==> src/rtl/dti_pack.sv <==
// Shared DTI definitions: opcodes, table sizing, AXIS widths and the ROB entry state type.
package dti_pack;

  localparam int TBU_NUM           = 64;
  localparam int TBU_NUM_WIDTH     = 6;
  localparam int CUSTOM_DATA_WIDTH = 80;
  localparam int CUSTOM_KEEP_WIDTH = CUSTOM_DATA_WIDTH / 8;

  localparam int AXIS_DATA_WIDTH   = CUSTOM_DATA_WIDTH;
  localparam int AXIS_KEEP_WIDTH   = CUSTOM_KEEP_WIDTH;
  localparam int AXIS_TID_WIDTH    = TBU_NUM_WIDTH;

  localparam logic [3:0] DTI_TBU_CONDIS_REQ = 4'h0;
  localparam logic [3:0] DTI_TBU_CONDIS_ACK = 4'h0;

  typedef enum logic [1:0] {
    ROB_IDLE       = 2'd0,
    ROB_CONNECTING = 2'd1,
    ROB_CONNECTED  = 2'd2,
    ROB_DISC_WAIT  = 2'd3
  } rob_state_e;

endpackage

==> src/rtl/dti_pr_rob_entry.sv <==
// One DTI partial-reset table entry: tracks a TBU connection and emits teardown beats when granted.
// Optional simulation checks are enabled with DTI_PR_ENTRY_CHECK_EN.
module dti_pr_rob_entry #(
  parameter int TBU_NUM_WIDTH     = dti_pack::TBU_NUM_WIDTH,
  parameter int CUSTOM_DATA_WIDTH = dti_pack::CUSTOM_DATA_WIDTH,
  parameter int CUSTOM_KEEP_WIDTH = dti_pack::CUSTOM_KEEP_WIDTH
) (
  input  logic                         clk,
  input  logic                         rst,
  input  logic                         entry_alloc,
  input  logic                         entry_update,
  input  logic                         entry_ack_connected,
  input  logic                         entry_release,
  input  logic                         entry_reset,
  input  logic                         req_last,
  input  logic                         req_ready,
  input  logic [TBU_NUM_WIDTH-1:0]     entry_tid_in,
  output logic                         idle,
  output logic [TBU_NUM_WIDTH-1:0]     entry_tid_out,
  output logic                         entry_req_valid,
  output logic [CUSTOM_DATA_WIDTH-1:0] entry_req_data,
  output logic [CUSTOM_KEEP_WIDTH-1:0] entry_req_keep,
  output logic                         entry_req_last
);
  import dti_pack::*;

  rob_state_e                 state_q, state_d;
  logic                       mid_pkt_q, mid_pkt_d;
  logic [TBU_NUM_WIDTH-1:0]   tid_q, tid_d;
  logic                       beat_fire;

  always_ff @(posedge clk or posedge rst) begin
    if (rst) begin
      state_q   <= ROB_IDLE;
      mid_pkt_q <= 1'b0;
      tid_q     <= '0;
    end else begin
      state_q   <= state_d;
      mid_pkt_q <= mid_pkt_d;
      tid_q     <= tid_d;
    end
  end

  // Teardown beats exist only while the partial-reset grant is held on a live connection.
  always_comb begin
    entry_req_valid = 1'b0;
    entry_req_data  = '0;
    entry_req_keep  = '0;
    entry_req_last  = 1'b0;
    if (entry_reset && (state_q == ROB_CONNECTED)) begin
      entry_req_valid = 1'b1;
      entry_req_last  = 1'b1;
      if (!mid_pkt_q) begin
        entry_req_data[3:0] = DTI_TBU_CONDIS_REQ;
        entry_req_data[4]   = 1'b0;
        entry_req_keep      = {{(CUSTOM_KEEP_WIDTH-4){1'b0}}, 4'hF};
      end
    end
  end

  assign beat_fire = entry_req_valid && req_ready;

  // Release outranks everything; a pending close beat must drain before the disconnect beat.
  always_comb begin
    state_d   = state_q;
    mid_pkt_d = mid_pkt_q;
    tid_d     = tid_q;
    if (entry_release && (state_q != ROB_IDLE)) begin
      state_d   = ROB_IDLE;
      mid_pkt_d = 1'b0;
    end else begin
      unique case (state_q)
        ROB_IDLE: begin
          if (entry_alloc) begin
            state_d   = ROB_CONNECTING;
            tid_d     = entry_tid_in;
            mid_pkt_d = !req_last;
          end
        end
        ROB_CONNECTING: begin
          if (entry_update && !entry_reset) mid_pkt_d = !req_last;
          if (entry_ack_connected) state_d = ROB_CONNECTED;
        end
        ROB_CONNECTED: begin
          if (beat_fire) begin
            if (mid_pkt_q) mid_pkt_d = 1'b0;
            else           state_d   = ROB_DISC_WAIT;
          end else if (entry_update && !entry_reset) begin
            mid_pkt_d = !req_last;
          end
        end
        ROB_DISC_WAIT: begin
        end
        default: state_d = ROB_IDLE;
      endcase
    end
  end

  assign idle          = (state_q == ROB_IDLE);
  assign entry_tid_out = tid_q;

`ifdef DTI_PR_ENTRY_CHECK_EN
  logic [31:0] cycle_cnt;

  always_ff @(posedge clk or posedge rst) begin
    if (rst) cycle_cnt <= '0;
    else     cycle_cnt <= cycle_cnt + 32'd1;
  end

  always_ff @(posedge clk) begin
    if (!rst) begin
      if (entry_alloc && (state_q != ROB_IDLE))
        $display("ENTRY_ERR cycle %0d: alloc while not idle", cycle_cnt);
      if ((entry_ack_connected || entry_release) && (state_q == ROB_IDLE))
        $display("ENTRY_ERR cycle %0d: ack/release while idle", cycle_cnt);
      if (entry_ack_connected && (state_q != ROB_CONNECTING))
        $display("ENTRY_ERR cycle %0d: ack_connected outside connecting", cycle_cnt);
    end
  end
`endif

endmodule

==> config.mk <==
export PLATFORM = sky130hd
export DESIGN_NAME = dti_pr_rob_entry
export DESIGN_NICKNAME = d
export VERILOG_FILES = /design/src/rtl/dti_pack.sv /design/src/rtl/dti_pr_rob_entry.sv
export SDC_FILE = /design/constraint.sdc
export NUM_CORES = 1
export LEC_CHECK = 0
export ABC_CLOCK_PERIOD_IN_PS = 1700
export BUFFER_PORTS_ARGS = -buffer_cell sky130_fd_sc_hd__buf_2
export CORE_MARGIN = 3
export CORE_UTILIZATION = 30
export DETAILED_ROUTE_END_ITERATION = 8
export GPL_ROUTABILITY_DRIVEN = 1
export PLACE_DENSITY_LB_ADDON = 0.25
export SYNTH_ARGS = -nofsm -noshare
export SYNTH_HDL_FRONTEND = slang
export SYNTH_SLANG_ARGS = --single-unit
==> constraint.sdc <==
create_clock -name clk -period 1.7 [get_ports clk]
set_clock_uncertainty 0.05 [all_clocks]
set_input_delay 0.17 -clock clk [delete_from_list [all_inputs] [get_ports clk]]
set_output_delay 0.17 -clock clk [all_outputs]
set_load 0.1 [all_outputs]
==> results of run 1 <==
-- synth_stat cells --
library cell and n:
buf_4 90, dfrtp_1 9, inv_1 7, mux2_2 6, a31o_1 3, ha_1 3
nand2_1 3, a31oi_1 2, nand2b_1 2, nor2b_1 2, a2111oi_0 1, a21bo_4 1
a21o_1 1, a21oi_1 1, a22oi_1 1, a31oi_4 1, a32o_2 1, and2_1 1
and2b_1 1, conb_1 1, nand2b_4 1, nand3_1 1, nor2_2 1, o21ai_1 1
o22ai_1 1, o41ai_1 1
-- worst max-delay path: cells and delay by family, from the launching register on --
family	cells	cell delay, ns
adders and majority gates	1	0.13
buffers and inverters	2	0.33
DFF	1	0.36
and+or+nand+nor	2	0.41
-- final cells by class --
class	instances	area [sq um]	area share, %
repair buffers	35	307	22.6
well taps	48	60.1	4.44
inverters	7	26.3	1.94
multi-input cells	122	691	51.0
clock buffers	4	45.0	3.33
flip-flops and latches	9	225	16.6
-- routing by layer --
metal,routed length [um],part of all wire [%],up-vias,track usage [%]
li1,-,-,352,-
met1,624,31,342,6.46
met2,1030,52,68,12.2
met3,320,16,2,2.88
met4,19,0.95,0,1.91
met5,0,0,-,0
-- repair_timing --
action	in CTS	in global routing
pin swaps	2	3
setup endpoints to repair	4	7
endpoints found under the hold margin	9	0
hold buffers	1	0
resized for setup	1	5
gates cloned	0	0
buffers inserted	4	0
-- state kept, by name, indices dropped and copies added, names as in the netlist --
name,cells
entry_tid_out,6
state_q,2
mid_pkt_q,1
-- final timing paths --
| check | startpoint | end |
|---|---|---|
| setup / recovery | state_q[1] | entry_req_keep[3] |
| hold / removal | entry_tid_in[5] | entry_tid_out[5] |
| setup reg to reg | state_q[1] | mid_pkt_q |
| hold reg to reg | entry_tid_out[0] | entry_tid_out[0] |
| max in group asynchronous | rst | entry_tid_out[5] |
| min in group asynchronous | rst | entry_tid_out[3] |
-- metrics by stage --
step                      utilization (%)  setup slack [ns]  cell area [sq um]  std cells  TNS, ns
final                                35.4            0.0111               1350        225        0
after global placement               32.4             0.110               1240        216        0
after global routing                 35.4           -0.0548               1350        225   -0.268
after CTS                            34.7          -0.00429               1330        225  -0.0140
after detailed placement             32.4             0.116               1240        216        0
after floorplan                         -            -0.500               1630        228    -3.52
-- logic make-up after synthesis --
kind of cell    after synthesis  share of synthesized area, %
compound gates               15                          10.9
fa+ha+maj                     3                          3.01
buf+inv                      97                          56.3
flops                         9                          18.1
mux                           6                          5.42
other cells                   1                         0.301
simple gates                 12                          6.02
==> impl_metrics.csv, run 1 <==
group,metric,value,unit
route,drcViolationCount,0,
route,vias,764,
setup_path,critPathRequiredTime,1.48,ns
route,antenna_left,0,
sta,setup_viol,0,
sta,finalCriticalPeriod,1.69,ns
clock_tree,clk_pin_slew,0.04,ns
final_layout,fillers,424,
logic_synthesis,synth_top_area_cell,"buf_4",
sta,slew_violations,0,
worst_hold_path,hold_class,"in -> reg",
final_layout,diodes,0,
clock_tree,clk-insertion-delay-late,0.23,ns
sta,fmax,0.592,GHz
clock_tree,htree_levels,1,
die,core_area,3830,sq um
final_layout,nets,196,
die,io_pins,114,
run,cap_violations,0,
clock_tree,numCtsBuffers,3,
setup_path,end_kind,"primary output",
grt,grt_usage,6.54,%
final_layout,final_cell_mix,"conb_1 (86), buf_2 (20), dfrtp_1 (9), buf_12 (7)",
outcome,status,"complete, no violations",
placement,port_buffers,27,
final_layout,drive_above_1_share,31.1,%
setup_path,crit_arrival,1.47,ns
grt,grt_pass1_vias,573,
setup_path,critPathMaxFanout,4,
grt,grt_overflow,0,
setup_path,worstSetupPathType,"reg -> out",
logic_synthesis,ys_seq_area_share,18.1,%
logic_synthesis,ys_warn_count,0,
logic_synthesis,synth_cells,143,
logic_synthesis,ys_top_cells_by_area,"buf_4 (54%), dfrtp_1 (18%), mux2_2 (5.4%)",
route,drt_first_pass_iters,4,
die,die_h,70.5,um
sta,rsz0062_at_grt,"true",
grt,grt_max_degree,10,
clock_tree,cts_tree,"built",
clock_tree,cts_root_buffer,"clkbuf_8",
die,rows,22,
setup_path,crit_chain,"buf_6, ha_4, and2_4, nor2b_4, buf_12",
sta,hold_violations,0,
final_layout,final_common_cell,"conb_1",
placement,dp_hpwl,1670,um
setup_path,startpoint_type,"flip-flop",
route,viasPerCell,3.40,
grt,antenna_found_initial,0,
worst_hold_path,min_path_cells,2,
logic_synthesis,synth.avg_cell_area,8.72,sq um
die,initial_core_util,32.6,%
logic_synthesis,synth_top_area_share,54.2,%
setup_path,crit_slowest_cell,"dfrtp_1",
setup_path,critical_path.max_stage_delay,0.36,ns
logic_synthesis,ys_ff_latch,9,
die,die_w,70.5,um
final_layout,area_growth,8.53,%
logic_synthesis,synth_area,1250,sq um
setup_path,rrSetupSlack,0.04,ns
route,drt_iter0_drc,21,
clock_tree,clockBufferDepth,2,
sta,hold_ws,0.124,ns
route,post_drt_wl_per_cell,8.87,um
placement,gp_congestion,0.879,
sta,fin_crit_sh,99.3,%
setup_path,rr_worst_depth,7,
clock_tree,clock-sinks,9,
die,die-area,4970,sq um
grt,grt_pass1_wl,2590,um
logic_synthesis,synth.distinct_cells,26,
route,drt_wl_total,2000,um
Power of run 1 is not shown: default switching activity piles up to over one toggle a cycle in this logic, so the estimate is an artifact.
==> run 2, diff against run 1 <==
--- a/config.mk
+++ b/config.mk
@@ -7,10 +7,10 @@
 export LEC_CHECK = 0
 export ABC_CLOCK_PERIOD_IN_PS = 1700
 export BUFFER_PORTS_ARGS = -buffer_cell sky130_fd_sc_hd__buf_2
-export CORE_MARGIN = 3
 export CORE_UTILIZATION = 30
 export DETAILED_ROUTE_END_ITERATION = 8
 export GPL_ROUTABILITY_DRIVEN = 1
+export GPL_TIMING_DRIVEN = 0
 export PLACE_DENSITY_LB_ADDON = 0.25
 export SYNTH_ARGS = -nofsm -noshare
 export SYNTH_HDL_FRONTEND = slang
==> run 2 against run 1 <==
The run now ends with setup timing left. Global-route usage up 2.6 points. Core utilization up 15 points. Maximum frequency down 4.2%. First-iteration DRC count up 100%. Clock-buffer cell count unchanged. Via count up 26%. Routed wire length up 7.3%. Cell count up 40%. Sequential share of layout area down 5.3 points.
==> impl_metrics.csv, run 2 (synthesis gave the netlist of run 1 again) <==
group,metric,value,unit
sta,slew_violations,0,
grt,grt_max_degree,10,
route,drcViolationCount,0,
die,die_w,66.5,um
route,drt_iter0_drc,43,
final_layout,seq_area,228,sq um
route,post_drt_wl_per_cell,6.80,um
clock_tree,clock-sinks,9,
clock_tree,cts_tree,"built",
final_layout,diodes,0,
sta,finalCriticalPeriod,1.76,ns
sta,hold_ws,0.123,ns
power,peakVddDrop,0.927,mV
run,cap_violations,0,
setup_path,worst-path-buf-inv,3,
sta,worst_slack,-0.0633,ns
clock_tree,htree_levels,1,
final_layout,final_cell_mix,"buf_4 (92), conb_1 (86), buf_2 (22), dfrtp_1 (7)",
route,vias,964,
setup_path,critical_path.max_stage_delay,0.41,ns
setup_path,rrSetupSlack,0.05,ns
final_layout,stdcell_count,315,
placement,dp_hpwl,1820,um
power,finalPower,3.57,mW
setup_path,crit_arrival,1.54,ns
clock_tree,numCtsBuffers,3,
final_layout,utilization,50.0,%
sta,tns,-0.220,ns
final_layout,drive_above_1_share,54.7,%
sta,hold_violations,0,
grt,grt_pass1_vias,727,
final_layout,area_growth,60.5,%
setup_path,crit_slowest_cell,"dfrtp_2",
setup_path,worstSetupPathType,"reg -> out",
clock_tree,clockBufferDepth,2,
die,io_pins,114,
outcome,violations,"setup timing",
final_layout,largest_reg_flops,6,
power,total_leakage_power,1.22,nW
setup_path,critPathTopFamily,"flip-flops",
placement,dp_slack,-0.174,ns
clock_tree,clk_pin_slew,0.04,ns
die,die-area,4420,sq um
route,viasPerCell,3.06,
die,rows,23,
route,drt_first_pass_iters,6,
die,core_area,4000,sq um
sta,fmax,0.567,GHz
setup_path,crit_chain,"inv_2, ha_4, and2_4, nor2b_4, buf_12, buf_12",
clock_tree,cts_root_buffer,"clkbuf_8",
placement,placed_area,1830,sq um
setup_path,startpoint_type,"flip-flop",
grt,grt_pass1_wl,3020,um
die,die_h,66.5,um
setup_path,critPathMaxFanout,4,
setup_path,critPathRequiredTime,1.48,ns
grt,antenna_found_initial,0,
setup_path,end_kind,"primary output",
final_layout,multi_input_area,691,sq um
sta,fin_crit_sh,104,%
die,initial_core_util,31.2,%
clock_tree,clk-insertion-delay-late,0.23,ns
placement,gp_congestion,0.741,
power,power_density,1780,nW/um^2
placement,placed_cells,305,
final_layout,fillers,403,
grt,grt_overflow,0,
placement,port_buffers,27,
final_layout,final_common_cell,"buf_4",
grt,grt_usage,9.17,%
worst_hold_path,hold_class,"in -> reg",
final_layout,nets,284,
route,drt_wl_total,2140,um
final_layout,design_area,2000,sq um
route,antenna_left,0,
outcome,status,"complete, but fails checks",
sta,rsz0062_at_grt,"true",
setup_path,crit_top_cell,"buf_12",
sta,setup_viol,4,
==> run 2: final cells by class <==
class                           instances  share of cell area [%]
Buffer                                 90                    35.6
Multi-Input combinational cell        122                    34.5
Timing Repair Buffer                   33                    11.8
Sequential cell                         9                    11.4
Tap cell                               50                    3.13
Clock buffer                            4                    2.25
Inverter                                7                    1.31
==> run 2: final timing paths <==
| path | start | to | cells after the start |
|---|---|---|---|
| min reg2reg | entry_tid_out[2] | entry_tid_out[2] | 1 |
| min in group asynchronous | rst | entry_tid_out[1] | 3 |
| max in group asynchronous | rst | state_q[1] | 3 |
| max reg2reg | state_q[0] | mid_pkt_q | 7 |
| min | entry_tid_in[5] | entry_tid_out[5] | 2 |
| max | state_q[0] | entry_req_keep[1] | 6 |
==> run 2: routing by layer <==
metal / wire, um / track usage (%)
met1: 779 / 9.44
met2: 1130 / 16.2
met3: 215 / 2.74
met4: 16 / 5.59
met5: 0 / 0
==> run 2: what timing repair did <==
action,CTS,global route
cloned,0,0
resized for setup,16,6
hold endpoints to repair,9,0
endpoints found under the setup margin,9,9
buffers inserted,3,2
hold buffers,1,0
==> run 2: power by group <==
part	internal, mW	switching, mW	leakage (nW)	total (mW)
combinational	0.780	2.16	1.09	2.93
sequential	0.325	0.0622	0.106	0.387
clock	0.163	0.0809	0.0228	0.244
total	1.27	2.30	1.22	3.57
==> run 2: worst reg2reg max path, delay by kind of cell (launching register included) <==
| kind | cells | cell delay [ns] |
|---|---|---|
| compound gates | 3 | 0.47 |
| flops | 1 | 0.37 |
| simple gates | 1 | 0.29 |
| buf+inv | 2 | 0.19 |
| fa+ha+maj | 1 | 0.17 |
Power figures use the tool's default switching activity.
